File: config.mk
export PLATFORM = sky130hd
export DESIGN_NAME = irq_ctrl_flat
export DESIGN_NICKNAME = d
export VERILOG_FILES = /design/src/rtl/irq_ctrl_if.sv /design/src/rtl/irq_ctrl.sv /design/src/flat_wrapper.sv
export SDC_FILE = /design/constraint.sdc
export NUM_CORES = 1
export LEC_CHECK = 0
export ABC_AREA = 0
export CORE_MARGIN = 2
export CORE_UTILIZATION = 52
export DETAILED_ROUTE_END_ITERATION = 16
export PLACE_DENSITY_LB_ADDON = 0.15
export SYNTH_ARGS = -nofsm -noshare
export SYNTH_HDL_FRONTEND = slang
export SYNTH_SLANG_ARGS = --single-unit
File: constraint.sdc
create_clock -name clk -period 3.9 [get_ports clk]
set_input_delay 0.78 -clock clk [delete_from_list [all_inputs] [get_ports clk]]
set_output_delay 0.78 -clock clk [all_outputs]
set_load 0.03 [all_outputs]
File: src/rtl/irq_ctrl_if.sv
// CPU-side register bus of the interrupt controller: chip select, write
// strobe, register select, write data and registered read data.
interface irq_ctrl_if;
  logic       cs;
  logic       we;
  logic [2:0] rs;
  logic [7:0] din;
  logic [7:0] dout;

  // CPU / SoC side drives the access and receives read data.
  modport master (
    output cs,
    output we,
    output rs,
    output din,
    input  dout
  );

  // Controller side decodes the access and returns read data.
  modport slave (
    input  cs,
    input  we,
    input  rs,
    input  din,
    output dout
  );
endinterface

File: src/rtl/irq_ctrl.sv
// Eight-source interrupt controller for the 6502 SoC.
// Each source is synchronised, optionally edge-latched, masked by a
// per-source enable and OR-reduced into a registered level IRQ. A vector
// register returns the index of the highest-priority (lowest-numbered)
// active source so the ISR can dispatch with a single read.
module irq_ctrl #(
  parameter int unsigned SYNC_STAGES = 2  // 2..3
) (
  input  logic         clk,
  input  logic         reset,
  irq_ctrl_if.slave    bus,
  input  logic [7:0]   src,
  output logic         irq
);

  localparam logic [2:0] RS_STATUS = 3'd0;
  localparam logic [2:0] RS_ENABLE = 3'd1;
  localparam logic [2:0] RS_MODE   = 3'd2;
  localparam logic [2:0] RS_ACTIVE = 3'd3;
  localparam logic [2:0] RS_VECTOR = 3'd4;
  localparam logic [2:0] RS_SET    = 3'd5;

  logic [7:0] sync_q [SYNC_STAGES];
  logic [7:0] s;
  logic [7:0] prev;
  logic [7:0] rise;
  logic [7:0] en;
  logic [7:0] mode;
  logic [7:0] elat;
  logic [7:0] pend;
  logic [7:0] act;
  logic [7:0] vec;
  logic [7:0] rdata;
  logic [7:0] elat_set;
  logic [7:0] elat_clr;
  logic       wr;
  logic       rd;
  logic       wr_status;
  logic       wr_enable;
  logic       wr_mode;
  logic       wr_set;

  // Synchroniser chain on every source bit; the last stage is the sampled source.
  always_ff @(posedge clk or posedge reset) begin
    if (reset) begin
      for (int unsigned i = 0; i < SYNC_STAGES; i++) begin
        sync_q[i] <= '0;
      end
    end else begin
      sync_q[0] <= src;
      for (int unsigned i = 1; i < SYNC_STAGES; i++) begin
        sync_q[i] <= sync_q[i-1];
      end
    end
  end

  assign s    = sync_q[SYNC_STAGES-1];
  assign rise = s & ~prev;

  // Previous synchronised value, for rising-edge detection.
  always_ff @(posedge clk or posedge reset) begin
    if (reset) begin
      prev <= '0;
    end else begin
      prev <= s;
    end
  end

  // Register access decode.
  always_comb begin
    wr        = bus.cs & bus.we;
    rd        = bus.cs & ~bus.we;
    wr_status = wr && (bus.rs == RS_STATUS);
    wr_enable = wr && (bus.rs == RS_ENABLE);
    wr_mode   = wr && (bus.rs == RS_MODE);
    wr_set    = wr && (bus.rs == RS_SET);
  end

  // Edge-latch set/clear terms; set uses the mode in force before this write.
  always_comb begin
    elat_set = mode & (rise | (wr_set ? bus.din : '0));
    elat_clr = (wr_status ? bus.din : '0) | (wr_mode ? (bus.din & ~mode) : '0);
  end

  // Edge latches: set has priority over a simultaneous clear.
  always_ff @(posedge clk or posedge reset) begin
    if (reset) begin
      elat <= '0;
    end else begin
      elat <= elat_set | (elat & ~elat_clr);
    end
  end

  // Enable and mode registers.
  always_ff @(posedge clk or posedge reset) begin
    if (reset) begin
      en   <= '0;
      mode <= '0;
    end else begin
      if (wr_enable) en   <= bus.din;
      if (wr_mode)   mode <= bus.din;
    end
  end

  // Pending and active source vectors.
  always_comb begin
    pend = (mode & elat) | (~mode & s);
    act  = pend & en;
  end

  // Priority encoder: lowest set bit of act wins; 8'h80 when nothing active.
  always_comb begin
    vec = 8'h80;
    for (int unsigned i = 8; i > 0; i--) begin
      if (act[i-1]) vec = {5'b0, 3'(i - 1)};
    end
  end

  // Read data selection.
  always_comb begin
    rdata = '0;
    case (bus.rs)
      RS_STATUS: rdata = pend;
      RS_ENABLE: rdata = en;
      RS_MODE:   rdata = mode;
      RS_ACTIVE: rdata = act;
      RS_VECTOR: rdata = vec;
      default:   rdata = '0;
    endcase
  end

  // Registered read data; holds its value when no read is in progress.
  always_ff @(posedge clk or posedge reset) begin
    if (reset) begin
      bus.dout <= '0;
    end else if (rd) begin
      bus.dout <= rdata;
    end
  end

  // Registered interrupt request.
  always_ff @(posedge clk or posedge reset) begin
    if (reset) begin
      irq <= 1'b0;
    end else begin
      irq <= |act;
    end
  end

endmodule

File: src/flat_wrapper.sv
// flat-port wrapper written by rule: the top's interface ports become plain ports
module irq_ctrl_flat 
#(
  parameter int unsigned SYNC_STAGES = 2         
)
  (clk, reset, src, irq, bus_cs, bus_we, bus_rs, bus_din, bus_dout);
  irq_ctrl_if bus_i ();
  input  logic clk;
  input  logic reset;
  input  logic [7:0] src;
  output logic irq;
  input wire logic [$bits(bus_i.cs)-1:0] bus_cs;
  input wire logic [$bits(bus_i.we)-1:0] bus_we;
  input wire logic [$bits(bus_i.rs)-1:0] bus_rs;
  input wire logic [$bits(bus_i.din)-1:0] bus_din;
  output wire logic [$bits(bus_i.dout)-1:0] bus_dout;
  assign bus_i.cs = bus_cs;
  assign bus_i.we = bus_we;
  assign bus_i.rs = bus_rs;
  assign bus_i.din = bus_din;
  assign bus_dout = bus_i.dout;
  irq_ctrl #(.SYNC_STAGES(SYNC_STAGES)) u_core (.clk(clk), .reset(reset), .bus(bus_i), .src(src), .irq(irq));
endmodule
Word level (Yosys, flattened, before mapping). Index checks and enable logic that the tools add are counted.

Bits in registers: 57. Bits of input ports: 23. Output and inout bits: 9. Word-level logic and storage cells: 48.

Equality and inequality tests: 5. Mux-type cells: 12. Bitwise logic cells: 17. Reduce and logical (&&, ||, !) cells: 6.

Operator list (number): 8-bit two-way mux (11); 8-bit AND (7); 8-bit case mux with 5 select lines (1); 8-bit OR (4); 8-bit NOT (3); 8-bit OR reduction (1); 3-bit by 2-bit == test with 1-bit output (second input constant) (2); 3-bit == test (second input constant) (2); 1-bit logical AND (4); 3-bit by 1-bit == test with 1-bit output (second input constant) (1); 3-bit zero test (1); 1-bit AND (2); 1-bit NOT (1).

Logic depth before layout (Yosys ltp).
Word-level depth: 13. Mapped depth: 7.

Worst setup path after synthesis. Ideal clock, no wire load.

Path type: input -> register. Start: input port bus_rs[0]. End: register u_core.elat[3]. Arrival time: 1.783 ns. Path slack: 1.996 ns. Stages on the path: 7. Buffers on the path: 2. Cell sequence: nor2b_1 buf_2 and4_4 buf_6 a22oi_1 o21ai_1 a22o_1.

Word-level cells in the longest chain between the ends: 7. Elaborated cells on any way between the ends: 15. Classes of those cells: eq/ne: 2; mux: 3; bitwise: 6; reduce/logical: 4.

RTL lines: start: declaration (line flat_wrapper.sv:14) `input wire logic [$bits(bus_i.rs)-1:0] bus_rs;`; 3-bit by 2-bit == test with 1-bit output or 3-bit zero test (tied branches) (line irq_ctrl.sv:75, irq_ctrl.sv:73); 1-bit logical AND (on tied branches) (line irq_ctrl.sv:75, irq_ctrl.sv:73); 8-bit two-way mux (line irq_ctrl.sv:82) `elat_clr = (wr_status ? bus.din : '0) | (wr_mode ? (bus.din & ~mode) : '0);`; 8-bit OR (line irq_ctrl.sv:82); 8-bit NOT (line irq_ctrl.sv:90) `elat <= elat_set | (elat & ~elat_clr);`; 8-bit AND (line irq_ctrl.sv:90); 8-bit OR (*) (line irq_ctrl.sv:90); end signal: assignment (line irq_ctrl.sv:90); end: declaration (line irq_ctrl.sv:29) `logic [7:0] elat;`.

Mark *: on every way between the ends. The rest lies on a longest branch, timed or not. A chain may end at the register's enable or synchronous reset.

Final worst setup path. Ends and elaborated chain as after synthesis.

==> results.ini <==
[global_route]
antenna_found_initial=0
grt_pass1_wl_um=8714
grt_max_degree=24
globalRouteTotalUtil_pct=22.79
grt_pass1_vias=1812
grt-ovfl-total=0

[clocking]
cts_tree=built
htreeDepth=3
post_cts_buffers=0
root_buffer=clkbuf_8
cts.sinks=57
cts-resized-gates=0
cts-buffers-inserted=9
cts.clk_slew.worst_paths_ns=0.06
cts_hold_buf=0
clock_path_buffers=2
insertion_delay_ns=0.35

[route]
via_per_inst=5.718
drtIter0Drc=121
dr.pass1.iters=4
drc_errors=0
wl_met1_um=2457
route.met3.wl_um=276
ant_nets=0
routedWlPerCell_um=16.11
wl_um=5315
met2_wirelength_um=2469
top_layer=met4
vias=1887

[power]
switching_share_pct=29.51
p_comb_share_pct=19.5
p_total_uw=1551
powerDensity_nw_per_um2=513.7
p_seq_share_pct=47.1
p_leak_uw=0.001284
clock_power_share_pct=33.4
power.internal_uw=1093
switchingPower_uw=457.8
ir_worst_vdd_mv=0.3491

[hold_path]
hold_path.class=reg -> reg

[logic_synthesis]
syn_area_um2=2467
synth.most_common_cell=dfrtp_1
ys_ff_latch=57
synth_area_leaders=dfrtp_1 (58%), o21ai_0 (5.9%), nand2_1 (4.6%)
synth_nets=258
synthDistinctLibCells=35
async_flop_share_pct=100.0
yosysTopAreaCellShare_pct=57.81
synth_top_cell_by_area=dfrtp_1
synth_edf_count=0
synth_top_cells_by_count=dfrtp_1 (57), nand2_1 (30), o21ai_0 (29)
synth_seq_area_share_pct=57.81
yosysWarnings=0
synth_ff_type=dfrtp_1
synth.avg_cell_area_um2=10.50
synth_cells=235

[timing]
slew_viol_final=0
worstMarginPinSlew_ns=0.7562
layout_min_cycle_time_ns=2.576
post-route-period-util_pct=66.04
relSlewSlack_pct=49.40
fin_tns_setup_ns=0
finalSetupViolCount=0
skew_ns=0.009131
grt_setup_unrepaired=false
fmax_mhz=388.3
hold_violations=0

[die]
start_util_pct=52.94
core_area_um2=4661
die_w_um=72.89
fp.dieH_um=72.89
num_rows=25
ios=32
die_area_um2=5312

[layout]
antenna_cells=0
fin_nets=295
drive_above_1_share_pct=11.23
syn_to_final_growth_pct=22.36
fillers=382

[placement]
gp_congestion=0.8793
hpwlAfterDp_um=3824
io_buffer_count=31

[setup_path]
critical_path.startpoint_type=primary input
critPathMaxFanout=16
crit_slowest_cell=clkdlybuf4s50_1
cp.arrival_ns=2.86
cp_cell_sequence=clkdlybuf4s50_1 > nor2b_1 > and4_4 > a22oi_1 > o21ai_1 > a22o_1
cp_data_required_time_ns=4.18
worst_setup_path_end_kind=flop
crit_type=in -> reg
max_stage_delay_ns=0.80

[run]
cap_viol_max_count=0

[outcome]
outcome=finished, final reports clean

## worst paths after layout
path	slack [ns]	cells after the start	startpoint	to
setup / recovery	1.32	6	bus_rs[0]	u_core.elat[3]
hold / removal	0.35	0	u_core.sync_q[11]	u_core.s[3]
setup reg to reg	2.30	5	u_core.mode[3]	u_core.bus.dout[0]
hold reg to reg	0.35	0	u_core.sync_q[11]	u_core.s[3]
max in group asynchronous	2.52	3	reset	u_core.bus.dout[0]
min in group asynchronous	0.76	2	reset	u_core.bus.dout[2]
## cell type report
type	count	area (um2)	share of cell area (%)
Multi-Input combinational cell	150	925.9	30.67
Clock buffer	9	123.9	4.103
Sequential cell	57	1426	47.24
Tap cell	54	67.56	2.238
Inverter	18	67.56	2.238
Timing Repair Buffer	36	347.8	11.52
Clock inverter	6	60.06	1.989
## worst max-delay path: cells and delay by family
kind | cells | cell delay [ns]
buf+inv | 1 | 0.80
simple gates | 2 | 0.92
compound gates | 3 | 0.35
## metrics by stage
step                area [um2]  hold slack [ns]  instances  worst slack, ns  util, %
floorplan                 2467           0.3312        235            1.720        -
global placement          2835           0.3325        315            1.066    60.83
detailed placement        2835           0.3355        315            1.004    60.83
CTS                       3019           0.3482        330            1.346    64.78
global route              3019           0.3515        330            1.183    64.78
finish                    3019           0.3472        330            1.325    64.78
## state kept, by name (all words and copies together) (netlist names)
signal           flops
u_core.bus.dout      8
u_core.elat          8
u_core.en            8
u_core.mode          8
u_core.prev          8
u_core.s             8
u_core.sync_q        8
u_core.irq           1
## cell usage in the layout, fill, tap and decap left out, types with 2 or more instances in the layout
cell             count
a31oi_1              5
clkdlybuf4s50_1     31
o21ai_0             29
nor2_1               8
nand2_1             30
mux2_2               9
mux2i_1              5
clkbuf_8             9
nand2b_1             4
clkinvlp_4           2
a2111oi_0            2
buf_4                5
nand3_1              7
o2bb2ai_1            5
a221o_1              4
inv_1               17
dfrtp_1             57
clkinv_2             3
nor2b_1              9
a222oi_1             3
a21oi_1             12
a22o_1               4
## routing by layer
| layer | vias to the layer above | GRT usage (%) |
|---|---|---|
| met4 | 0 | 12.55 |
| met5 | - | 0 |
| met3 | 10 | 7.182 |
| met1 | 922 | 30.81 |
| li1 | 902 | - |
| met2 | 53 | 32.73 |
## kinds of logic after synthesis
family / share of synthesized area (%)
compound gates: 18.86
simple gates: 12.12
fa+ha+maj: 0.4057
mux: 6.136
flops: 57.81
buf+inv: 4.665
## power groups by stage
stage | logic (uW) | clock network, uW | registers [uW]
after floorplan | 171 | 0 | 752
after global placement | 299 | 0 | 736
after detailed placement | 304 | 0 | 738
after CTS | 304 | 528 | 728
after global routing | 334 | 546 | 739
final | 303 | 518 | 730
No activity file was read; power rests on OpenSTA's default activity.
